--- src/rtl/distribute.sv ---
// distribute: steers a serial data bit onto one of four registered outputs,
// either by explicit address or sequentially as 4-bit frames, with frame
// capture into P and a one-cycle completion pulse.
module distribute (
    input  logic       clk,
    input  logic       reset,
    input  logic       D,
    input  logic [1:0] addr,
    input  logic       N,
    input  logic       mode,
    output logic       Q0,
    output logic       Q1,
    output logic       Q2,
    output logic       Q3,
    output logic [3:0] P,
    output logic [1:0] ptr,
    output logic       busy,
    output logic       done
);

    typedef enum logic {
        S_IDLE = 1'b0,
        S_FILL = 1'b1
    } state_t;

    state_t     r_state;
    state_t     w_state_next;
    logic [3:0] r_q;
    logic [3:0] w_q_next;
    logic [3:0] r_p;
    logic [3:0] w_p_next;
    logic [1:0] r_ptr;
    logic [1:0] w_ptr_next;
    logic       r_done;
    logic       w_done_next;

    // State register: all outputs are registered and cleared asynchronously.
    always_ff @(posedge clk or posedge reset) begin
        if (reset) begin
            r_state <= S_IDLE;
            r_q     <= 4'b0000;
            r_p     <= 4'b0000;
            r_ptr   <= 2'd0;
            r_done  <= 1'b0;
        end else begin
            r_state <= w_state_next;
            r_q     <= w_q_next;
            r_p     <= w_p_next;
            r_ptr   <= w_ptr_next;
            r_done  <= w_done_next;
        end
    end

    // Next-state logic: N high freezes everything; otherwise the mode
    // sampled at this edge selects addressed or sequential writing.
    always_comb begin
        w_state_next = r_state;
        w_q_next     = r_q;
        w_p_next     = r_p;
        w_ptr_next   = r_ptr;
        w_done_next  = 1'b0;
        if (!N) begin
            if (!mode) begin
                // Addressed write; also aborts any partial frame.
                w_q_next[addr] = D;
                w_ptr_next     = 2'd0;
                w_state_next   = S_IDLE;
            end else begin
                w_q_next[r_ptr] = D;
                w_ptr_next      = r_ptr + 2'd1;
                if (r_ptr == 2'd3) begin
                    // Last bit of the frame: capture it together with Q2..Q0.
                    w_p_next     = {D, r_q[2:0]};
                    w_done_next  = 1'b1;
                    w_state_next = S_IDLE;
                end else begin
                    w_state_next = S_FILL;
                end
            end
        end
    end

    assign Q0   = r_q[0];
    assign Q1   = r_q[1];
    assign Q2   = r_q[2];
    assign Q3   = r_q[3];
    assign P    = r_p;
    assign ptr  = r_ptr;
    assign busy = (r_state == S_FILL);
    assign done = r_done;

endmodule
--- config.mk ---
export PLATFORM = sky130hd
export DESIGN_NAME = distribute
export DESIGN_NICKNAME = d
export VERILOG_FILES = /design/src/rtl/distribute.sv
export SDC_FILE = /design/constraint.sdc
export NUM_CORES = 1
export LEC_CHECK = 0
export CAP_MARGIN = 15
export CORE_MARGIN = 4
export CORE_UTILIZATION = 38
export CTS_CLUSTER_DIAMETER = 30
export CTS_CLUSTER_SIZE = 16
export DETAILED_ROUTE_END_ITERATION = 10
export GPL_TIMING_DRIVEN = 0
export PLACE_DENSITY_LB_ADDON = 0.15
export SYNTH_ARGS = -nofsm -noshare
export SYNTH_HDL_FRONTEND = slang
export SYNTH_SLANG_ARGS = --single-unit
export TNS_END_PERCENT = 5
--- constraint.sdc ---
create_clock -name clk -period 1.2 [get_ports clk]
set_input_delay 0.18 -clock clk [delete_from_list [all_inputs] [get_ports clk]]
set_output_delay 0.18 -clock clk [all_outputs]
set_load 0.01 [all_outputs]
==> out/metrics.yaml, run 1 <==
outcome:
  outcome: "finished, violations left"
  violations: "setup timing"
logic_synthesis:
  syn_inst: 46
  syn_nets: 58
  synthSimpleGateAreaFrac_pct: 9.85
  synth_edf_count: 0
  seq_area_frac_synth_pct: 52.5
  synth-compound-area-share_pct: 8.32
  synth_seq_cells: 12
  yosysMostFrequentCell: "dfrtp_1"
  synth_top_area_share_pct: 52.5
  ys_warn_count: 0
  synth_largest_area_cell: "dfrtp_1"
  synth-xor-area-share_pct: 0
  synth_flop_cell: "dfrtp_1"
  synthArstFlopShare_pct: 100
  avgSynthCellArea_um2: 12.4
  synth_area_leaders: "dfrtp_1, ha_1, mux2_1, mux2_2, a32oi_1"
  synth_commonest_cells: "dfrtp_1, ha_1"
  synthAdderAreaFrac_pct: 10.9
  netlist_area_um2: 572
  synth.distinct_cells: 15
  synth.mux.area_fraction_pct: 15.8
  synth_top_family_by_area: "multiplexers"
placed_design:
  gp_congestion: 0.737
  hpwl_um: 865
  portBuffers: 18
  dp_cells: 79
cts:
  h-tree-depth: 1
  cts_root_buf: "clkbuf_4"
  tritoncts: "built"
  cts_hold_buffers: 0
  cts_buffers: 3
  clk_pin_slew_ns: 0.08
  cts.sinks: 12
  clock_path_buffers: 2
  clk_latency_ns: 0.27
floorplan:
  dieArea_mm2: 0.00219
  initial_core_util_pct: 41.8
  die_x_um: 46.8
  ios: 19
  dieHeight_um: 46.8
  fp-row-count: 13
  core-area_mm2: 0.00137
run:
  drv_cap: 0
global_routing:
  grt_pass1_vias: 392
  grt.overflow.total: 0
  grt_first_pass_wirelength_um: 1810
  antenna_found_initial: 0
  grt_max_degree: 13
  globalRouteTotalUtil_pct: 12.0
sta:
  period_minus_slack_ns: 1.34
  fin_ws_ns: -0.143
  fmax_mhz: 744
  rsz0062_at_grt: "yes"
  finalHoldViolCount: 0
  setup_viol: 8
  slew_violations: 0
  max_slew_margin_pct: 69.4
  period_share_pct: 112
  skew_ns: 0.00984
  worst_pin_slew_ns: 0.459
critical_path:
  cp_slowest_cell: "dfrtp_2"
  cp_max_fo: 5
  path_class: "reg -> reg"
  start_kind: "flop"
  required_ns: 1.34
  critPathArrivalTime_ns: 1.49
  endpoint_kind: "flop"
  cp_slowest_stage_delay_ns: 0.45
  crit_chain: "buf_6 -> ha_4 -> a32oi_2 -> mux2_4"
route:
  antenna_left: 0
  post_drt_wl_per_cell_um: 14.3
  drt_iter0_drc: 1
  first_pass_iters: 2
  drc: 0
  routed_wl_um: 1220
  via_per_inst: 5.02
  vias: 427
final_layout:
  fin_util_pct: 66.4
  diodes: 0
  fillers: 123
  multi_input_area_um2: 344
  ff_latch_area_um2: 303
  nNetsFinal: 83
  drive_gt1_share_pct: 41.4
  final_cell_count_no_fill: 85
  area_growth_pct: 58.6
power:
  power.leakage_nw: 0.443
  total_power_w: 0.00131
  cellPowerDensity_mw_per_mm2: 1450
  peakVddDrop_uv: 1040
worst_hold_path:
  hold_class: "in -> async"
-- cell usage in the layout (no fill, tap or decap), types with 2 or more instances in the layout --
cell type,synthesis,routed
dlygate4sd2_1,0,13
dfrtp_1,12,10
mux2_4,0,4
nand2_1,4,4
mux2_2,4,4
clkdlybuf4s50_1,0,4
o21ai_0,3,3
ha_4,0,3
clkbuf_4,0,3
inv_1,4,2
a22oi_2,0,2
a32oi_2,0,2
ha_2,0,2
dfrtp_2,0,2
-- timing repair --
| item | in CTS | in global routing |
|---|---|---|
| pin swaps | 4 | 1 |
| setup buffers | 2 | 0 |
| endpoints found under the hold margin | 0 | 0 |
| gates resized for setup | 19 | 7 |
| endpoints found under the setup margin | 20 | 10 |
-- logic make-up (layout without fill, tap and decap cells) --
logic type / after synthesis / in the layout
buffers and inverters: 4 / 28
adder cells (fa/ha/maj): 5 / 5
AO/OA/AOI/OAI: 7 / 7
flip-flops: 12 / 12
AND/OR/NAND/NOR: 10 / 10
multiplexers: 8 / 8
-- registers in the layout, summed over array words and instances (netlist names) --
name,count
busy,1
P,4
ptr,2
done,1
r_q,4
-- path summary, 6_finish.rpt --
check	startpoint	endpoint	slack, ns	depth (start not counted)
worst max-delay path	ptr[1]	r_q[2]	-0.14	4
worst min-delay path	reset	P[0]	0.22	2
worst max register to register	ptr[1]	r_q[2]	-0.14	4
worst min register to register	r_q[3]	r_q[3]	0.51	1
max in group asynchronous	reset	ptr[0]	0.65	2
min in group clk	mode	ptr[1]	0.26	3
-- worst max-delay path: cells and delay by family (launching register included) --
kind | cells | cell delay [ns]
AO/OA/AOI/OAI | 1 | 0.18
buffers and inverters | 1 | 0.14
multiplexers | 1 | 0.31
adder cells (fa/ha/maj) | 1 | 0.14
flip-flops | 1 | 0.45
-- routing by layer --
metal,track usage (%),wire (um),vias up
met5,0,0,-
met4,4.97,12,0
met3,3.83,104,2
met2,17.9,566,18
met1,16.2,534,198
li1,-,-,209
-- where the power goes --
part	internal, W	switching (W)
Sequential	0.000515	0.0000684
Combinational	0.000278	0.000202
Clock	0.000128	0.000124
Total	0.000921	0.000394
-- final cells by class --
class	count	share of cell area, %
Timing Repair Buffer	20	21.8
Tap cell	15	2.07
Sequential cell	12	33.4
Multi-Input combinational cell	30	37.9
Clock buffer	4	2.90
Inverter	4	1.93
-- stage by stage --
stage | hold WS, ns | area, um2 | setup slack, ns | TNS [ns]
after floorplan | 0.0446 | 604 | -0.0597 | -0.264
after global placement | 0.474 | 803 | -0.459 | -3.13
after detailed placement | 0.481 | 803 | -0.496 | -3.39
after CTS | 0.224 | 875 | -0.175 | -1.16
after global routing | 0.249 | 907 | -0.187 | -1.37
final | 0.217 | 907 | -0.143 | -0.984
No activity file was read; power rests on OpenSTA's default activity.
==> inputs of run 2 (changes only) <==
- CELL_PAD_IN_SITES_DETAIL_PLACEMENT: not set -> 0
- CELL_PAD_IN_SITES_GLOBAL_PLACEMENT: not set -> 1
- CORE_UTILIZATION: 38 -> 30
- GPL_TIMING_DRIVEN: 0 -> not set
- REMOVE_ABC_BUFFERS: not set -> 1
==> run 2 against run 1 <==
  * The run still ends with setup timing left
  * Sequential cell count unchanged
  * Fmax increased by 2.1%
  * Critical path depth unchanged
  * Register-to-register slack improved by 0.03 ns
  * Global-route usage decreased by 0.73 points
  * Worst hold slack got worse by 0.026 ns
  * Power increased by 8.9%
  * Critical path type unchanged
  * Highest routed layer is now met3
==> out/metrics.yaml, run 2 (synthesis gave the netlist of run 1 again) <==
worst_hold_path:
  hold_class: "in -> async"
placed_design:
  hpwl_um: 965  # +11%
  dp_cells: 97  # +23%
  placed_area_um2: 843  # +5.0%
  gp_congestion: 0.783  # +6.3%
  portBuffers: 18  # unchanged
  dp_slack_ns: -0.347  # +0.148 ns
sta:
  fin_ws_ns: -0.115  # +0.0281 ns
  fmax_mhz: 760  # +2.1%
  max_slew_margin_pct: 76.6  # +7.2 points
  period_share_pct: 110  # -2.3 points
  slew_violations: 0  # unchanged
  skew_ns: 0.00581  # -0.00403 ns
  setup_viol: 10  # +2
  rsz0062_at_grt: "yes"
  period_minus_slack_ns: 1.32  # -0.0281 ns
  finalHoldViolCount: 0  # unchanged
  worst_pin_slew_ns: 0.348  # -0.111 ns
  fin_tns_setup_ns: -0.726  # +0.257 ns
global_routing:
  grt_max_degree: 13  # unchanged
  globalRouteTotalUtil_pct: 11.3  # -0.73 points
  antenna_found_initial: 0  # unchanged
  grt.overflow.total: 0  # unchanged
  grt_first_pass_wirelength_um: 2060  # +14%
  grt_pass1_vias: 462  # +18%
final_layout:
  nNetsFinal: 93  # +12%
  drive_gt1_share_pct: 48.8  # +7.3 points
  multi_input_area_um2: 334  # -2.9%
  layout_commonest_cell: "dfrtp_1"
  fillers: 174  # +41%
  fin_util_pct: 55.9  # -11 points
  layout_common_cells: "dfrtp_1, dlygate4sd2_1, buf_4, clkdlybuf4s50_1"
  diodes: 0  # unchanged
  ff_latch_area_um2: 300  # -0.83%
  final_area_um2: 986  # +8.7%
  area_growth_pct: 72.4
  final_cell_count_no_fill: 105  # +24%
critical_path:
  endpoint_kind: "flop"
  r2r_setup_slack_ns: -0.12  # +0.03 ns
  path_class: "reg -> reg"
  required_ns: 1.37  # +0.03 ns
  cp_max_fo: 4  # -1
  critPathArrivalTime_ns: 1.48  # about the same
  cp_top_family: "flip-flops"
  r2r-start: "ptr[0]"
  cp_slowest_stage_delay_ns: 0.39  # -0.06 ns
  crit_chain: "buf_6 -> ha_2 -> a32oi_2 -> mux2_4"
  cp_num_buf_inv: 1  # unchanged
  start_kind: "flop"
  cp_slowest_cell: "dfrtp_1"
  rr_worst_depth: 4  # unchanged
  r2r_end: "r_q[3]"
route:
  routed_wl_um: 1330  # +9.1%
  antenna_left: 0  # unchanged
  first_pass_iters: 3  # +1
  via_per_inst: 4.45  # -11%
  post_drt_wl_per_cell_um: 12.6  # -12%
  drt_iter0_drc: 2  # +1
  drc: 0  # unchanged
  vias: 467  # +9.4%
outcome:
  outcome: "finished, violations left"
  violations: "setup timing"
floorplan:
  initial_core_util_pct: 32.4  # -9.4 points
  die_x_um: 51.7  # +10%
  dieHeight_um: 51.7  # +10%
  ios: 19  # unchanged
  core-area_mm2: 0.00176  # +29%
  dieArea_mm2: 0.00267  # +22%
  fp-row-count: 15  # +2
cts:
  clk_latency_ns: 0.28  # about the same
  cts_root_buf: "clkbuf_4"
  cts.sinks: 12  # unchanged
  h-tree-depth: 1  # unchanged
  clock_path_buffers: 2  # unchanged
  cts_buffers: 3  # unchanged
  tritoncts: "built"
  clk_pin_slew_ns: 0.07  # about the same
  cts_hold_buffers: 0  # unchanged
run:
  drv_cap: 0  # unchanged
power:
  peakVddDrop_uv: 714  # -31%
  power.leakage_nw: 0.496  # +12%
  cellPowerDensity_mw_per_mm2: 1450  # +0.22%
==> run 2: final cells by class <==
type | count | area share [%]
Multi-Input combinational cell | 30 | 33.9
Sequential cell | 12 | 30.5
Timing Repair Buffer | 30 | 26.5
Clock buffer | 4 | 3.68
Tap cell | 25 | 3.17
Inverter | 4 | 2.28
==> run 2: worst max-delay path by stage <==
stage,start,endpoint,slack [ns],cells past startpoint
after global routing,ptr[0],r_q[2],-0.16,5
after global placement,N,r_q[3],-0.36,4
after CTS,ptr[0],r_q[0],-0.19,5
after detailed placement,N,r_q[3],-0.35,4
final,ptr[0],r_q[3],-0.12,4
after floorplan,ptr[0],r_q[0],-0.15,4
==> run 2: per-layer routing <==
| layer | GRT usage, % | wire length, um | vias up |
|---|---|---|---|
| li1 | - | - | 235 |
| met1 | 13.2 | 592 | 214 |
| met2 | 17.4 | 652 | 18 |
| met4 | 5.24 | 0 | 0 |
| met5 | 0 | 0 | - |
| met3 | 5.44 | 82 | 0 |
==> run 2: report_power, final <==
part           switching (W)  total, W  internal (W)
registers          0.0000535  0.000566      0.000513
clock network       0.000133  0.000318      0.000185
logic               0.000224  0.000548      0.000324
==> run 2: through the flow <==
step,hold slack [ns],power (W)
finish,0.191,0.00143
global route,0.220,0.00153
CTS,0.194,0.00136
detailed placement,0.486,0.00109
global placement,0.470,0.00108
floorplan,0.0447,0.000764
==> run 2: tightest hold or removal path, delay by kind of cell <==
kind / cells / cell delay (ns)
buffers and inverters: 3 / 0.64
==> run 2: repair_timing <==
| action | CTS | global route |
|---|---|---|
| pin swaps | 2 | 5 |
| setup endpoints to repair | 20 | 8 |
| buffers inserted | 2 | 2 |
| hold endpoints to repair | 0 | 0 |
| gates cloned | 0 | 0 |
| gates resized for setup | 20 | 22 |
==> inputs of run 3 (changes only) <==
- SETUP_SLACK_MARGIN: not set -> 0.4
==> run 3 against run 2 <==
  * The flow still finishes with violations (setup timing)
  * Clock skew decreased by 0.0012 ns
  * Clock power about the same
  * Critical path depth increased by 1
  * Register-to-register slack about the same
  * Utilization decreased by 0.57 points
  * Non-clock buffer count unchanged
  * Global-route usage increased by 1.5 points
  * Sequential share of layout area increased by 0.31 points
  * Cell count unchanged
  * Clock-buffer cell count unchanged
  * Critical path type unchanged
  * Highest routed layer unchanged
==> out/metrics.yaml, run 3 (synthesis gave the netlist of run 1 again) <==
floorplan:
  core-area_mm2: 0.00176  # unchanged
  dieArea_mm2: 0.00267  # unchanged
  die_x_um: 51.7  # unchanged
  initial_core_util_pct: 32.4  # unchanged
  ios: 19  # unchanged
  dieHeight_um: 51.7  # unchanged
  fp-row-count: 15  # unchanged
global_routing:
  grt.overflow.total: 0  # unchanged
  globalRouteTotalUtil_pct: 12.8  # +1.5 points
  grt_pass1_vias: 491  # +6.3%
  grt_max_degree: 13  # unchanged
  grt_first_pass_wirelength_um: 2350  # +14%
  antenna_found_initial: 0  # unchanged
final_layout:
  final_cell_count_no_fill: 105  # unchanged
  layout_common_cells: "dfrtp_1, buf_4, buf_2"
  final_area_um2: 976  # -1.0%
  area_growth_pct: 70.7
  layout_commonest_cell: "dfrtp_1"
  drive_gt1_share_pct: 62.5  # +14 points
  nNetsFinal: 93  # unchanged
  fillers: 177  # +1.7%
  diodes: 0  # unchanged
sta:
  worst_pin_slew_ns: 0.337  # -0.0108 ns
  setup_viol: 10  # unchanged
  finalHoldViolCount: 0  # unchanged
  fmax_mhz: 764  # +0.53%
  skew_ns: 0.00462  # -0.00120 ns
  fin_ws_ns: -0.108  # +0.00695 ns
  fin_tns_setup_ns: -0.724  # +0.00280 ns
  period_share_pct: 109  # -0.58 points
  slew_violations: 0  # unchanged
  max_slew_margin_pct: 77.4  # +0.72 points
  period_minus_slack_ns: 1.31  # -0.00695 ns
  rsz0062_at_grt: "yes"
cts:
  tritoncts: "built"
  cts_root_buf: "clkbuf_4"
  clk_pin_slew_ns: 0.07  # about the same
  cts_buffers: 3  # unchanged
  clock_path_buffers: 2  # unchanged
  clk_latency_ns: 0.27  # about the same
  cts.sinks: 12  # unchanged
  h-tree-depth: 1  # unchanged
route:
  post_drt_wl_per_cell_um: 13.3  # +4.9%
  vias: 458  # -1.9%
  drc: 0  # unchanged
  drt_iter0_drc: 6  # +4
  first_pass_iters: 4  # +1
  antenna_left: 0  # unchanged
  via_per_inst: 4.36  # -1.9%
  routed_wl_um: 1390  # +4.9%
critical_path:
  path_class: "reg -> reg"
  cp_slowest_cell: "dfrtp_1"
  start_kind: "flop"
  endpoint_kind: "flop"
  cp_top_family: "flip-flops"
  cp_slowest_stage_delay_ns: 0.37  # -0.02 ns
  cp_max_fo: 4  # unchanged
  crit_chain: "buf_6 -> inv_6 -> ha_4 -> a22oi_2 -> mux2_4"
  required_ns: 1.36  # about the same
  critPathArrivalTime_ns: 1.47  # about the same
  cp_num_buf_inv: 2  # +1
worst_hold_path:
  hold_class: "in -> async"
power:
  cellPowerDensity_mw_per_mm2: 1470  # +0.88%
  peakVddDrop_uv: 710  # -0.55%
  power.leakage_nw: 0.485  # -2.0%
placed_design:
  dp_cells: 97  # unchanged
  hpwl_um: 965  # unchanged
  dp_slack_ns: -0.347  # unchanged
  placed_area_um2: 843  # unchanged
  portBuffers: 18  # unchanged
  gp_congestion: 0.783  # unchanged
run:
  drv_cap: 0  # unchanged
outcome:
  outcome: "finished, violations left"
  violations: "setup timing"
==> run 3: per-layer routing <==
metal	vias to the layer above	routed length [um]	track usage, %	share of wire [%]
met5	-	0	0	0
met4	0	0	5.24	0
met3	0	96	5.44	6.9
met2	18	667	19.7	48
met1	213	628	15.6	45
li1	227	-	-	-
==> run 3: repair_timing <==
action,in CTS,in global routing
hold buffers,0,0
gates resized for setup,78,2
pin swaps,10,3
setup endpoints to repair,24,23
setup buffers,2,2
hold endpoints to repair,0,0
==> run 3: power breakdown <==
group          switching (W)  internal [W]
registers          0.0000552      0.000513
logic               0.000241      0.000306
clock network       0.000131      0.000185
total               0.000427       0.00100
==> run 3: area by class of cell <==
class	count	area, um2	share of cell area [%]
tap	25	31.3	3.21
sequential	12	300	30.8
clock buffer	4	36.3	3.72
multi-input combinational	30	358	36.7
inverter	4	22.5	2.31
timing repair buffer	30	228	23.3
==> run 3: final timing paths <==
check	start	end	slack (ns)	cells after the start
max	ptr[1]	r_q[0]	-0.11	5
min	reset	ptr[1]	0.20	3
max reg2reg	ptr[1]	r_q[0]	-0.11	5
min reg2reg	P[1]	P[1]	0.50	1
max in group asynchronous	reset	P[0]	0.84	3
min in group clk	mode	ptr[1]	0.44	4
==> run 3: worst min-delay path, stage by stage <==
cell and delay (ns):
clkdlybuf4s50_1 0.40, inv_1 0.05, buf_4 0.20
==> run 3: per-stage QoR <==
| step | hold WS (ns) | total power (W) | util, % |
|---|---|---|---|
| after floorplan | 0.0447 | 0.000764 | - |
| after global placement | 0.470 | 0.00108 | 47.8 |
| after detailed placement | 0.486 | 0.00109 | 47.8 |
| after CTS | 0.194 | 0.00145 | 54.7 |
| after global routing | 0.220 | 0.00153 | 55.3 |
| final | 0.196 | 0.00143 | 55.3 |
